==> src/rtl/mem_pkg.sv <==
// Shared encodings for the sub-word load/store sequencer.
// Holds the access-size codes and the FSM state type.
package mem_pkg;

   localparam logic [1:0] SZ_BYTE = 2'b00;
   localparam logic [1:0] SZ_HALF = 2'b01;
   localparam logic [1:0] SZ_WORD = 2'b10;

   typedef enum logic [2:0] {
      IDLE = 3'd0,
      RD   = 3'd1,
      WAIT = 3'd2,
      WR   = 3'd3,
      RESP = 3'd4
   } state_e;

endpackage

==> src/rtl/subword_lane.sv <==
// Combinational lane logic: load extraction with sign/zero extension
// and store merge of a byte/half into a read word.
// Ports: word_i (RAM word), size_i, addr_i (low addr bits), sign_i,
//        wdata_i (right-justified store data); ld_o (load value),
//        st_o (merged store word).
module subword_lane
   import mem_pkg::*;
(
   input  logic [31:0] word_i,
   input  logic [1:0]  size_i,
   input  logic [1:0]  addr_i,
   input  logic        sign_i,
   input  logic [31:0] wdata_i,
   output logic [31:0] ld_o,
   output logic [31:0] st_o
);

   logic [7:0]  b;
   logic [15:0] h;

   always_comb begin
      unique case (addr_i)
         2'd0:    b = word_i[7:0];
         2'd1:    b = word_i[15:8];
         2'd2:    b = word_i[23:16];
         default: b = word_i[31:24];
      endcase
      // bit 0 is ignored for halves: aligns down to 2 bytes
      h = addr_i[1] ? word_i[31:16] : word_i[15:0];
   end

   always_comb begin
      ld_o = word_i;
      st_o = wdata_i;
      unique case (size_i)
         SZ_BYTE: begin
            ld_o = {{24{sign_i & b[7]}}, b};
            st_o = word_i;
            st_o[{addr_i, 3'b000} +: 8] = wdata_i[7:0];
         end
         SZ_HALF: begin
            ld_o = {{16{sign_i & h[15]}}, h};
            st_o = word_i;
            st_o[{addr_i[1], 4'b0000} +: 16] = wdata_i[15:0];
         end
         default: begin
            ld_o = word_i;
            st_o = wdata_i;
         end
      endcase
   end

endmodule

==> src/rtl/mem_subword_unit.sv <==
// Multi-cycle byte/half/word load-store sequencer in front of a
// word-only synchronous RAM; sub-word stores use read-modify-write.
// Ports: clk, rst_n (sync, active-low); req_* request (valid/ready);
//        resp_* one-cycle completion; mem_* RAM strobes/addr/data.
// Option: define MISALIGN_TRAP_EN to trap misaligned half/word
//         accesses with resp_err instead of aligning them down.
module mem_subword_unit
   import mem_pkg::*;
#(
   parameter int MEM_LAT = 1,
   parameter int ADDR_W  = 32
) (
   input  logic              clk,
   input  logic              rst_n,
   input  logic              req_valid,
   output logic              req_ready,
   input  logic              req_we,
   input  logic [1:0]        req_size,
   input  logic              req_sign,
   input  logic [ADDR_W-1:0] req_addr,
   input  logic [31:0]       req_wdata,
   output logic              resp_valid,
   output logic [31:0]       resp_rdata,
   output logic              resp_err,
   output logic              mem_en,
   output logic              mem_we,
   output logic [ADDR_W-1:0] mem_addr,
   output logic [31:0]       mem_wdata,
   input  logic [31:0]       mem_rdata
);

   localparam logic [2:0] LAT_M1 = 3'(MEM_LAT - 1);

   state_e            state_q, state_d;
   logic [2:0]        cnt_q, cnt_d;
   logic              we_q, we_d;
   logic [1:0]        size_q, size_d;
   logic              sign_q, sign_d;
   logic [ADDR_W-1:0] addr_q, addr_d;
   logic [31:0]       wdata_q, wdata_d;
   logic [31:0]       rdata_q, rdata_d;
   logic              err_q, err_d;

   logic [1:0]  req_sz;
   logic        misal;
   logic [31:0] ld_val;
   logic [31:0] st_word;

   // size 11 is folded into word at capture
   assign req_sz = (req_size == 2'b11) ? SZ_WORD : req_size;
   assign misal  = ((req_sz == SZ_HALF) && req_addr[0]) ||
                   ((req_sz == SZ_WORD) && (req_addr[1:0] != 2'b00));

   subword_lane u_lane (
      .word_i  (rdata_q),
      .size_i  (size_q),
      .addr_i  (addr_q[1:0]),
      .sign_i  (sign_q),
      .wdata_i (wdata_q),
      .ld_o    (ld_val),
      .st_o    (st_word)
   );

   always_ff @(posedge clk) begin
      if (!rst_n) begin
         state_q <= IDLE;
         cnt_q   <= '0;
         we_q    <= 1'b0;
         size_q  <= SZ_BYTE;
         sign_q  <= 1'b0;
         addr_q  <= '0;
         wdata_q <= '0;
         rdata_q <= '0;
         err_q   <= 1'b0;
      end else begin
         state_q <= state_d;
         cnt_q   <= cnt_d;
         we_q    <= we_d;
         size_q  <= size_d;
         sign_q  <= sign_d;
         addr_q  <= addr_d;
         wdata_q <= wdata_d;
         rdata_q <= rdata_d;
         err_q   <= err_d;
      end
   end

   always_comb begin
      state_d = state_q;
      cnt_d   = cnt_q;
      we_d    = we_q;
      size_d  = size_q;
      sign_d  = sign_q;
      addr_d  = addr_q;
      wdata_d = wdata_q;
      rdata_d = rdata_q;
      err_d   = err_q;
      unique case (state_q)
         IDLE: begin
            if (req_valid) begin
               we_d    = req_we;
               size_d  = req_sz;
               sign_d  = req_sign;
               addr_d  = req_addr;
               wdata_d = req_wdata;
               err_d   = 1'b0;
               if (req_we && (req_sz == SZ_WORD)) state_d = WR;
               else                               state_d = RD;
`ifdef MISALIGN_TRAP_EN
               if (misal) begin
                  state_d = RESP;
                  err_d   = 1'b1;
               end
`endif
            end
         end
         RD: begin
            cnt_d   = LAT_M1;
            state_d = WAIT;
         end
         WAIT: begin
            if (cnt_q == 3'd0) begin
               rdata_d = mem_rdata;
               state_d = we_q ? WR : RESP;
            end else begin
               cnt_d = cnt_q - 3'd1;
            end
         end
         WR:      state_d = RESP;
         RESP:    state_d = IDLE;
         default: state_d = IDLE;
      endcase
   end

   always_comb begin
      req_ready  = (state_q == IDLE);
      mem_en     = (state_q == RD) || (state_q == WR);
      mem_we     = (state_q == WR);
      mem_addr   = mem_en ? {addr_q[ADDR_W-1:2], 2'b00} : '0;
      mem_wdata  = '0;
      if (mem_we)
         mem_wdata = (size_q == SZ_WORD) ? wdata_q : st_word;
      resp_valid = (state_q == RESP);
      resp_rdata = (resp_valid && !we_q && !err_q) ? ld_val : '0;
`ifdef MISALIGN_TRAP_EN
      resp_err   = resp_valid && err_q;
`else
      resp_err   = 1'b0;
`endif
   end

   logic unused_misal;
   assign unused_misal = misal;

endmodule

==> config.mk <==
export PLATFORM = sky130hd
export DESIGN_NAME = mem_subword_unit
export DESIGN_NICKNAME = d
export VERILOG_FILES = /design/src/rtl/mem_pkg.sv /design/src/rtl/subword_lane.sv /design/src/rtl/mem_subword_unit.sv
export SDC_FILE = /design/constraint.sdc
export NUM_CORES = 1
export LEC_CHECK = 0
export ABC_AREA = 0
export CAP_MARGIN = 20
export CORE_ASPECT_RATIO = 1.25
export CORE_MARGIN = 5
export CORE_UTILIZATION = 40
export CTS_BUF_LIST = sky130_fd_sc_hd__clkbuf_4
export DETAILED_ROUTE_END_ITERATION = 16
export DONT_BUFFER_PORTS = 1
export GPL_TIMING_DRIVEN = 0
export PLACE_DENSITY_LB_ADDON = 0.15
export SLEW_MARGIN = 10
export SYNTH_ARGS = -nofsm -noshare
export SYNTH_HDL_FRONTEND = slang
export SYNTH_HIERARCHICAL = 1
export SYNTH_SLANG_ARGS = --single-unit
==> constraint.sdc <==
create_clock -name clk -period 3.1 [get_ports clk]
set_clock_uncertainty 0.2 [all_clocks]
set_input_delay 0.465 -clock clk [delete_from_list [all_inputs] [get_ports clk]]
set_output_delay 0.465 -clock clk [all_outputs]
set_load 0.1 [all_outputs]
==> results of run 1 <==
registers in the layout, indices dropped and copies added (netlist names):
| name | count |
|---|---|
| state_q | 3 |
| rdata_q | 32 |
| sign_q | 1 |
| wdata_q | 32 |
| size_q | 2 |
| addr_q | 32 |
| we_q | 1 |
| cnt_q | 3 |
synthesized netlist by cell type, types with 7 or more instances:
cell	number	area (sq um)
nand2_1	301	1130
a21oi_1	180	901
dfxtp_1	106	2120
and2_1	62	388
clkbuf_1	48	180
buf_2	26	130
a22oi_1	24	180
o221ai_1	24	210
mux2i_1	19	190
inv_1	17	63.8
nor2b_1	17	106
o211ai_1	10	75.1
a22o_1	9	78.8
buf_6	9	101
a41oi_1	8	70.1
ha_1	8	100
nor4b_1	8	70.1
a221o_1	7	70.1
nand3b_1	7	52.6
cell families (layout without fill, tap and decap cells):
logic type,count (synthesis),count (layout),synth area share
adders and majority gates,8,8,0.0151
and+or+nand+nor,421,421,0.294
DFF,106,106,0.320
AOI/OAI and AO/OA,274,274,0.259
muxes,20,20,0.0309
buffers and inverters,109,246,0.0800
other,1,4,0.000565
area by class of cell:
type,instances,area share
Tap cell,216,0.0288
Inverter,19,0.00934
Antenna cell,1,0.000267
Clock buffer,12,0.00961
Clock inverter,4,0.00534
Timing Repair Buffer,127,0.135
Buffer,84,0.0574
Sequential cell,106,0.228
Multi-Input combinational cell,726,0.526
metal layers:
metal,GRT usage,vias to the layer above
li1,-,3488
met1,0.308,3419
met2,0.461,305
met3,0.0538,76
met4,0.138,0
met5,0,-
worst register-to-register path: cells and delay by family, from the launching register on:
family	cells	cell delay, ns
compound gates	1	0.16
fa+ha+maj	2	0.42
buf+inv	3	0.75
flops	1	0.36
simple gates	2	0.22
through the flow:
step	instances	power, mW	cell area (sq um)	setup TNS, ns	hold WS [ns]
CTS	1294	3.62	9100	-26.85	0.0336
detailed placement	1159	2.67	7390	-21.47	0.242
finish	1295	3.67	9380	-20.25	0.0635
floorplan	941	2.40	7080	-0.190	0.232
global placement	1157	2.66	7350	-21.42	0.237
global route	1295	3.86	9380	-26.56	0.0500
final timing paths:
path	from	endpoint	slack [ns]	cells past startpoint
worst max-delay path	state_q[1]	resp_rdata[1]	-0.41	4
worst min-delay path	req_we	state_q[1]	0.06	3
worst max register to register	cnt_q[0]	rdata_q[15]	0.91	8
worst min register to register	addr_q[12]	addr_q[12]	0.26	2
what timing repair did:
action | in CTS | in global routing
hold endpoints to repair | 101 | 0
pin swaps | 53 | 49
endpoints found under the setup margin | 95 | 74
hold buffers | 101 | 0
gates resized for setup | 153 | 70
setup buffers | 17 | 5
gates cloned | 3 | 0
power breakdown:
group	total [mW]	internal, mW	switching (mW)
logic	1.28	0.477	0.800
clock network	0.746	0.274	0.472
registers	1.64	1.48	0.167
total	3.67	2.23	1.44
cells in the final DEF (no fill, tap or decap), drive strengths merged, types with 2 or more instances in the layout:
| master | netlist | routed |
|---|---|---|
| a211o | 2 | 2 |
| a21oi | 181 | 181 |
| a221o | 7 | 7 |
| a22o | 9 | 9 |
| a22oi | 24 | 24 |
| a41oi | 8 | 8 |
| and2 | 62 | 62 |
| buf | 40 | 66 |
| clkbuf | 50 | 56 |
| clkinv | 2 | 3 |
| clkinvlp | 0 | 2 |
| conb | 1 | 3 |
| dfxtp | 106 | 106 |
| dlygate4sd3 | 0 | 101 |
| ha | 8 | 8 |
| inv | 17 | 17 |
| mux2i | 19 | 19 |
| nand2 | 301 | 301 |
| nand2b | 5 | 5 |
| nand3b | 7 | 7 |
| nand4b | 3 | 3 |
| nand4bb | 2 | 2 |
| nor2 | 2 | 2 |
| nor2b | 17 | 17 |
| nor3 | 3 | 3 |
| nor3b | 2 | 2 |
| nor4b | 9 | 9 |
| nor4bb | 2 | 2 |
| o211ai | 11 | 11 |
| o221ai | 24 | 24 |
| o32ai | 2 | 2 |
==> results.toml, run 1 <==
[critical_path]
crit_type = "reg2out"
crit_chain = "nor3b_4, and2b_4, clkbuf_16, and2_4"
end_kind = "output pin"
critPathMaxStageDelay_ns = 0.93
crit_family = "simple AND/OR/NAND/NOR gates"
worst_setup_path_start_kind = "flop"
crit_slowest_cell = "nor3b_4"
critPathArrivalTime_ns = 2.85
critPathRequiredTime_ns = 2.43
worstPathBufferInverterCount = 1
critical_path.max_fanout = 8

[global_route]
antenna_found_initial = 1
overflow = 0
grt_max_degree = 17
track_usage = 0.266
grt_pass1_vias = 7324
grt_pass1_wl_mm = 40.9

[placed_design]
gp_congestion = 0.940
place_ws_ns = -0.608
numPortBuffers = 0
dp_hpwl_mm = 18.9

[timing]
maxSlewHeadroom = 0.242
hold_viol_final = 0
timing.final.crit_period_ns = 3.51
drv_slew = 0
fin_crit_sh = 1.13
setup_viol = 64
fmax_mhz = 285
finalWorstSetupSlack_ns = -0.412
grt_setup_unrepaired = "true"
worst_slew_pin_slew_ns = 1.14

[final_layout]
fin_nets = 1184
drive_gt1_frac = 0.252
regArea_sq_mm = 0.00214
num-fill-cells = 1520
final_util = 0.577
syn2layout_area_growth_pct = 41.3
multiInputGateArea_sq_mm = 0.00493

[drt]
viasPerCell = 5.63
num_vias = 7288
wl_met3_mm = 1.81
first_iter_violations = 544
wl_met1_mm = 10.2
route.met2.wl_mm = 12.9
dr.pass1.iters = 5
final_antenna_net_count = 0
wl_per_cell_um = 20.3
totalWireLength_mm = 26.3
drc = 0
top_layer = "met4"

[yosys]
syn_inst = 939
yosysWarnings = 6
syn_area_per_cell_sq_um = 7.07
synth_edf_count = 0
ys_seq_elements = 106
ys_types = 49
synth_ff_type = "dfxtp_1"
synth_area_sq_mm = 0.00664
ys_seq_area_frac = 0.320
synthArstFlopShare = 0

[run_status]
violations = "setup timing"
status = "complete, but fails checks"

[floorplanning]
die_w_um = 125
die_y_um = 154
top_level_ports = 204
fp.dieArea_sq_mm = 0.0193
initial_core_util = 0.408
fp-row-count = 52
coreArea_sq_mm = 0.0163

[clock_network]
h-tree-depth = 3
cts_tree = "done"
clk_pin_slew_worst_paths_ns = 0.17
cts_buffers = 9
worstSkewPairLatency_ns = 0.49
cts_root_buf = "clkbuf_4"
clk_path_buf_depth = 2
clock_sinks = 106

[job]
drv_cap = 0

[pwr]
power_density_mw_per_mm2 = 391
vdd_drop_max_uv = 329
p_leak_nw = 3.07

[min_path]
hp-class = "in2reg"
No activity file was read; power rests on OpenSTA's default activity.
==> inputs of run 2 (changes only) <==
CORE_MARGIN = 4   (was 5)
CTS_BUF_LIST = sky130_fd_sc_hd__clkbuf_8   (was sky130_fd_sc_hd__clkbuf_4)
==> run 2 against run 1 <==
  * The run still ends with setup timing left
  * First-iteration DRC count rose by 20%
  * Die area fell by 2.9%
  * Core utilization fell by 0.98 points
  * Worst hold slack got worse by 0.048 ns
  * Critical path depth rose by 5
  * Sequential share of layout area rose by 0.41 points
  * Final cell count fell by 0.85%
  * Register-to-register slack improved by 0.07 ns
  * Critical endpoint is now mem_wdata[22]
==> results.toml, run 2 (synthesized netlist as in run 1, its figures left out) <==
[pwr]
p_switching_mw = 1.47
cell_internal_pwr_mw = 2.33
switching_share = 0.387
pwr-share-clk = 0.239
vdd_drop_max_uv = 292
seq_power_share = 0.432
power_density_mw_per_mm2 = 412
pwr-share-comb = 0.330
p_leak_nw = 3.03

[final_layout]
reg_top3 = "addr_q x32, rdata_q x32, wdata_q x32"
final_common_cell = "nand2_1"
layout_common_cells = "nand2_1 (279), a21oi_1 (148), dfxtp_1 (101)"
syn2layout_area_growth_pct = 38.9
fin_nets = 1174
drive_gt1_frac = 0.253
diodes = 0
stdcell_count = 1284

[global_route]
met1_usage = 0.327
grt_pass1_wl_mm = 39.9
met2_usage = 0.457
grt_max_degree = 18
antenna_found_initial = 0
grt_most_used_layer = "met2"
overflow = 0
track_usage = 0.273
grt_pass1_vias = 7147
grtUsageMet3 = 0.0573

[timing]
setup_viol = 64
maxSlewHeadroom = 0.248
drv_slew = 0
finalWorstSetupSlack_ns = -0.309
grt_setup_unrepaired = "true"
timing.final.crit_period_ns = 3.41
fmax_mhz = 293
hold_viol_final = 0
tns_ns = -14.40
whs_ns = 0.0157
worst_slew_pin_slew_ns = 1.13
fin_crit_sh = 1.10

[drt]
first_iter_violations = 651
totalWireLength_mm = 26.0
dr.pass1.iters = 6
num_vias = 7298
viasPerCell = 5.68
final_antenna_net_count = 0
drc = 0
wl_per_cell_um = 20.2

[placed_design]
placedCellCount = 1159
numPortBuffers = 0
place_ws_ns = -0.583
dp_hpwl_mm = 18.7
gp_congestion = 0.900

[min_path]
min-delay-start = "req_wdata[2]"
hp-class = "in2reg"

[clock_network]
clock_sinks = 106
cts_tree = "done"
cts_root_buf = "clkbuf_8"
clk_path_buf_depth = 2
worstSkewPairLatency_ns = 0.40
h-tree-depth = 3
clk_pin_slew_worst_paths_ns = 0.10
cts_buffers = 9

[floorplanning]
die_y_um = 152
fp-row-count = 52
die_w_um = 123
initial_core_util = 0.408
fp.dieArea_sq_mm = 0.0187
top_level_ports = 204
coreArea_sq_mm = 0.0163

[run_status]
status = "complete, but fails checks"
violations = "setup timing"

[critical_path]
startpoint = "addr_q[0]"
critPathArrivalTime_ns = 2.74
r2r_start = "cnt_q[0]"
critical_path.max_fanout = 8
worst_setup_path_start_kind = "flop"
critPathRequiredTime_ns = 2.43
end_kind = "output pin"
crit_type = "reg2out"

[job]
drv_cap = 0
run 2: final cells by class:
class	instances	area, sq um
Clock buffer	10	138
Fill cell	1569	7050
Inverter	19	92.6
Timing Repair Buffer	117	1140
Tap cell	216	270
Sequential cell	106	2140
Buffer	84	514
Clock inverter	6	66.3
Multi-Input combinational cell	726	4860
run 2: through the flow:
| stage | total power, mW | util | area, sq um |
|---|---|---|---|
| after floorplan | 2.40 | - | 7080 |
| after global placement | 2.66 | 0.452 | 7350 |
| after detailed placement | 2.67 | 0.454 | 7390 |
| after CTS | 3.77 | 0.555 | 9030 |
| after global routing | 3.99 | 0.567 | 9220 |
| final | 3.80 | 0.567 | 9220 |
run 2: power groups by stage:
stage / Sequential (mW) / Combinational, mW / Clock (mW)
2_1_floorplan: 1.58 / 0.823 / 0
3_3_place_gp: 1.66 / 1.00 / 0
3_5_place_dp: 1.66 / 1.02 / 0
4_1_cts: 1.63 / 1.20 / 0.931
5_1_grt: 1.65 / 1.36 / 0.979
6_report: 1.64 / 1.25 / 0.906
run 2: layer usage:
metal | vias to the layer above | share of wire
li1 | 3477 | -
met1 | 3416 | 0.39
met2 | 333 | 0.49
met3 | 72 | 0.075
met4 | 0 | 0.048
met5 | - | 0
run 2: path summary, 6_finish.rpt:
kind / end / slack [ns] / cells after the start
setup / recovery: mem_wdata[22] / -0.31 / 9
hold / removal: wdata_q[2] / 0.02 / 2
setup reg to reg: rdata_q[12] / 0.98 / 8
hold reg to reg: addr_q[10] / 0.25 / 2
run 2: worst max-delay path, stage by stage, from the launching register on:
cell and delay (ns):
dfxtp_4 0.41, clkinvlp_4 0.16, ha_4 0.30, buf_6 0.09, nor4bb_4 0.21, buf_6 0.19
a22oi_2 0.07, o221ai_2 0.15, nand2_1 0.11, a21oi_4 0.63
run 2: timing repair:
action / in CTS / in global routing
gates resized for setup: 144 / 51
hold buffers: 86 / 0
buffers inserted: 22 / 5
cloned: 3 / 0
pin swaps: 56 / 47
endpoints found under the setup margin: 94 / 64
endpoints found under the hold margin: 86 / 0
==> inputs of run 3 (changes only) <==
CORE_UTILIZATION = 55   (was 40)
REMOVE_ABC_BUFFERS = 1   (was default)
==> run 3 against run 2 <==
  * The run still ends with setup timing left
  * Critical path depth up 1
  * Flip-flop and latch count did not move
  * Worst setup slack improved by 0.069 ns
  * First-iteration DRC count rose by 46%
  * Power decreased by 3.0%
  * Highest routed layer unchanged
  * Critical path type unchanged
  * Sequential power about the same
  * Die area decreased by 26%
  * Clock-buffer cell count down 1
==> results.toml, run 3 (synthesized netlist as in run 1, its figures left out) <==
[run_status]
violations = "setup timing"
status = "complete, but fails checks"

[placed_design]
placedCellCount = 1056
dp_hpwl_mm = 14.7
numPortBuffers = 0
gp_congestion = 0.871
placed_area_sq_mm = 0.00759

[floorplanning]
die_w_um = 106
die_y_um = 131
fp.dieArea_sq_mm = 0.0139
coreArea_sq_mm = 0.0117
top_level_ports = 204
fp-row-count = 44
initial_core_util = 0.566

[global_route]
grt_pass1_vias = 6770
grt_pass1_wl_mm = 34.6
track_usage = 0.309
overflow = 0
grt_max_degree = 75
antenna_found_initial = 0

[clock_network]
clk_path_buf_depth = 2
clk_pin_slew_worst_paths_ns = 0.11
cts_buffers = 9
clock_sinks = 106
worstSkewPairLatency_ns = 0.38
h-tree-depth = 3
cts_tree = "done"
cts_root_buf = "clkbuf_8"

[critical_path]
end_kind = "output pin"
worst_setup_path_start_kind = "flop"
reg2regPathDepth = 4
r2r_setup_slack_ns = 0.39
critPathArrivalTime_ns = 2.67
timing.rr.end = "rdata_q[2]"
crit_chain = "buf_12, clkinv_16, ha_4, nand4bb_1, o211ai_1, buf_4, a22o_1, nand2_1, a21oi_2, buf_12"
crit_slowest_cell = "dfxtp_4"
crit_type = "reg2out"
critPathRequiredTime_ns = 2.43
critical_path.max_fanout = 8
r2r_start = "state_q[1]"
path_common_cell = "buf_12"
critPathMaxStageDelay_ns = 0.37

[drt]
viasPerCell = 6.63
totalWireLength_mm = 24.7
final_antenna_net_count = 0
wl_per_cell_um = 22.2
first_iter_violations = 953
num_vias = 7381
dr.pass1.iters = 8
drc = 0

[pwr]
vdd_drop_max_uv = 274
p_leak_nw = 2.85
pwr-share-comb = 0.308
seq_power_share = 0.449
cell_internal_pwr_mw = 2.24
power_mw = 3.69
pwr-share-clk = 0.243
power_density_mw_per_mm2 = 416
p_switching_mw = 1.45
switching_share = 0.393

[final_layout]
final_util = 0.755
final_common_cell = "nand2_1"
reg_top3 = "addr_q x32, rdata_q x32, wdata_q x32"
drive_gt1_frac = 0.268
layout_common_cells = "nand2_1 (295), a21oi_1 (148), dfxtp_1 (100)"
diodes = 0
fin_nets = 1058
syn2layout_area_growth_pct = 33.5
design_area_sq_mm = 0.00886
stdcell_count = 1113

[timing]
worst_slew_pin_slew_ns = 1.02
whs_ns = 0.00842
grt_setup_unrepaired = "true"
setup_viol = 30
maxSlewHeadroom = 0.317
fin_crit_sh = 1.08
fmax_mhz = 299
drv_slew = 0
timing.final.crit_period_ns = 3.34
hold_viol_final = 0
finalWorstSetupSlack_ns = -0.240

[job]
drv_cap = 0

[min_path]
hold_path_depth = 2
min_to = "rdata_q[12]"
hp-class = "in2reg"
min-delay-start = "mem_rdata[12]"
==> run 3: changes by cell type in the layout (fill, tap and decap cells not counted), sizes merged <==
cell,delta
clkbuf,-18
inv,+1
clkinvlp,+1
nand2,+1
dlygate4sd3,-73
clkinv,-1
buf,-27
==> run 3: worst max path at each step <==
stage	to	start	slack [ns]
2_1_floorplan	mem_wdata[0]	state_q[0]	-3.01
3_3_place_gp	mem_wdata[15]	state_q[0]	-4.30
3_5_place_dp	mem_wdata[17]	addr_q[1]	-1.30
4_1_cts	resp_rdata[21]	state_q[1]	-0.11
5_1_grt	mem_wdata[5]	addr_q[1]	-0.24
6_report	mem_wdata[5]	addr_q[1]	-0.24
==> run 3: cell type report <==
| type | count | area, sq um |
|---|---|---|
| Sequential cell | 106 | 2140 |
| Clock inverter | 7 | 77.6 |
| Fill cell | 810 | 2870 |
| Tap cell | 161 | 201 |
| Clock buffer | 9 | 124 |
| Timing Repair Buffer | 84 | 1390 |
| Multi-Input combinational cell | 727 | 4820 |
| Inverter | 19 | 108 |
==> run 3: repair_timing <==
item / 4_1_cts / 5_1_grt
pin swaps: 25 / 41
hold endpoints to repair: 11 / 2
resized for setup: 151 / 103
gates cloned: 1 / 0
buffers inserted: 14 / 13
hold buffers: 11 / 2
endpoints found under the setup margin: 95 / 74
==> run 3: metal layers <==
metal  vias up  part of all wire  global-route usage
met2       611              0.46               0.520
met3       174              0.12              0.0644
met4         0             0.068               0.183
met1      3368              0.35               0.364
met5         -                 0                   0
li1       3228                 -                   -
==> run 3: power groups by stage <==
stage	combinational [mW]	clock (mW)	sequential [mW]
after detailed placement	0.906	0	1.66
after global routing	1.21	0.958	1.66
after global placement	0.778	0	1.67
after floorplan	0.663	0	1.61
after CTS	1.02	0.902	1.63
final	1.14	0.895	1.65
==> run 3: per-stage QoR <==
stage               worst slack, ns  setup TNS, ns
global placement              -4.30        -330.02
global route                 -0.236          -5.51
CTS                          -0.107          -1.84
floorplan                     -3.01        -202.22
detailed placement            -1.30         -64.02
finish                       -0.240          -3.32
==> run 3: worst max-delay path, delay by kind of cell, from the launching register on <==
kind | cells | cell delay [ns]
simple gates | 2 | 0.34
flops | 1 | 0.37
compound gates | 3 | 0.68
fa+ha+maj | 1 | 0.25
buf+inv | 4 | 0.63
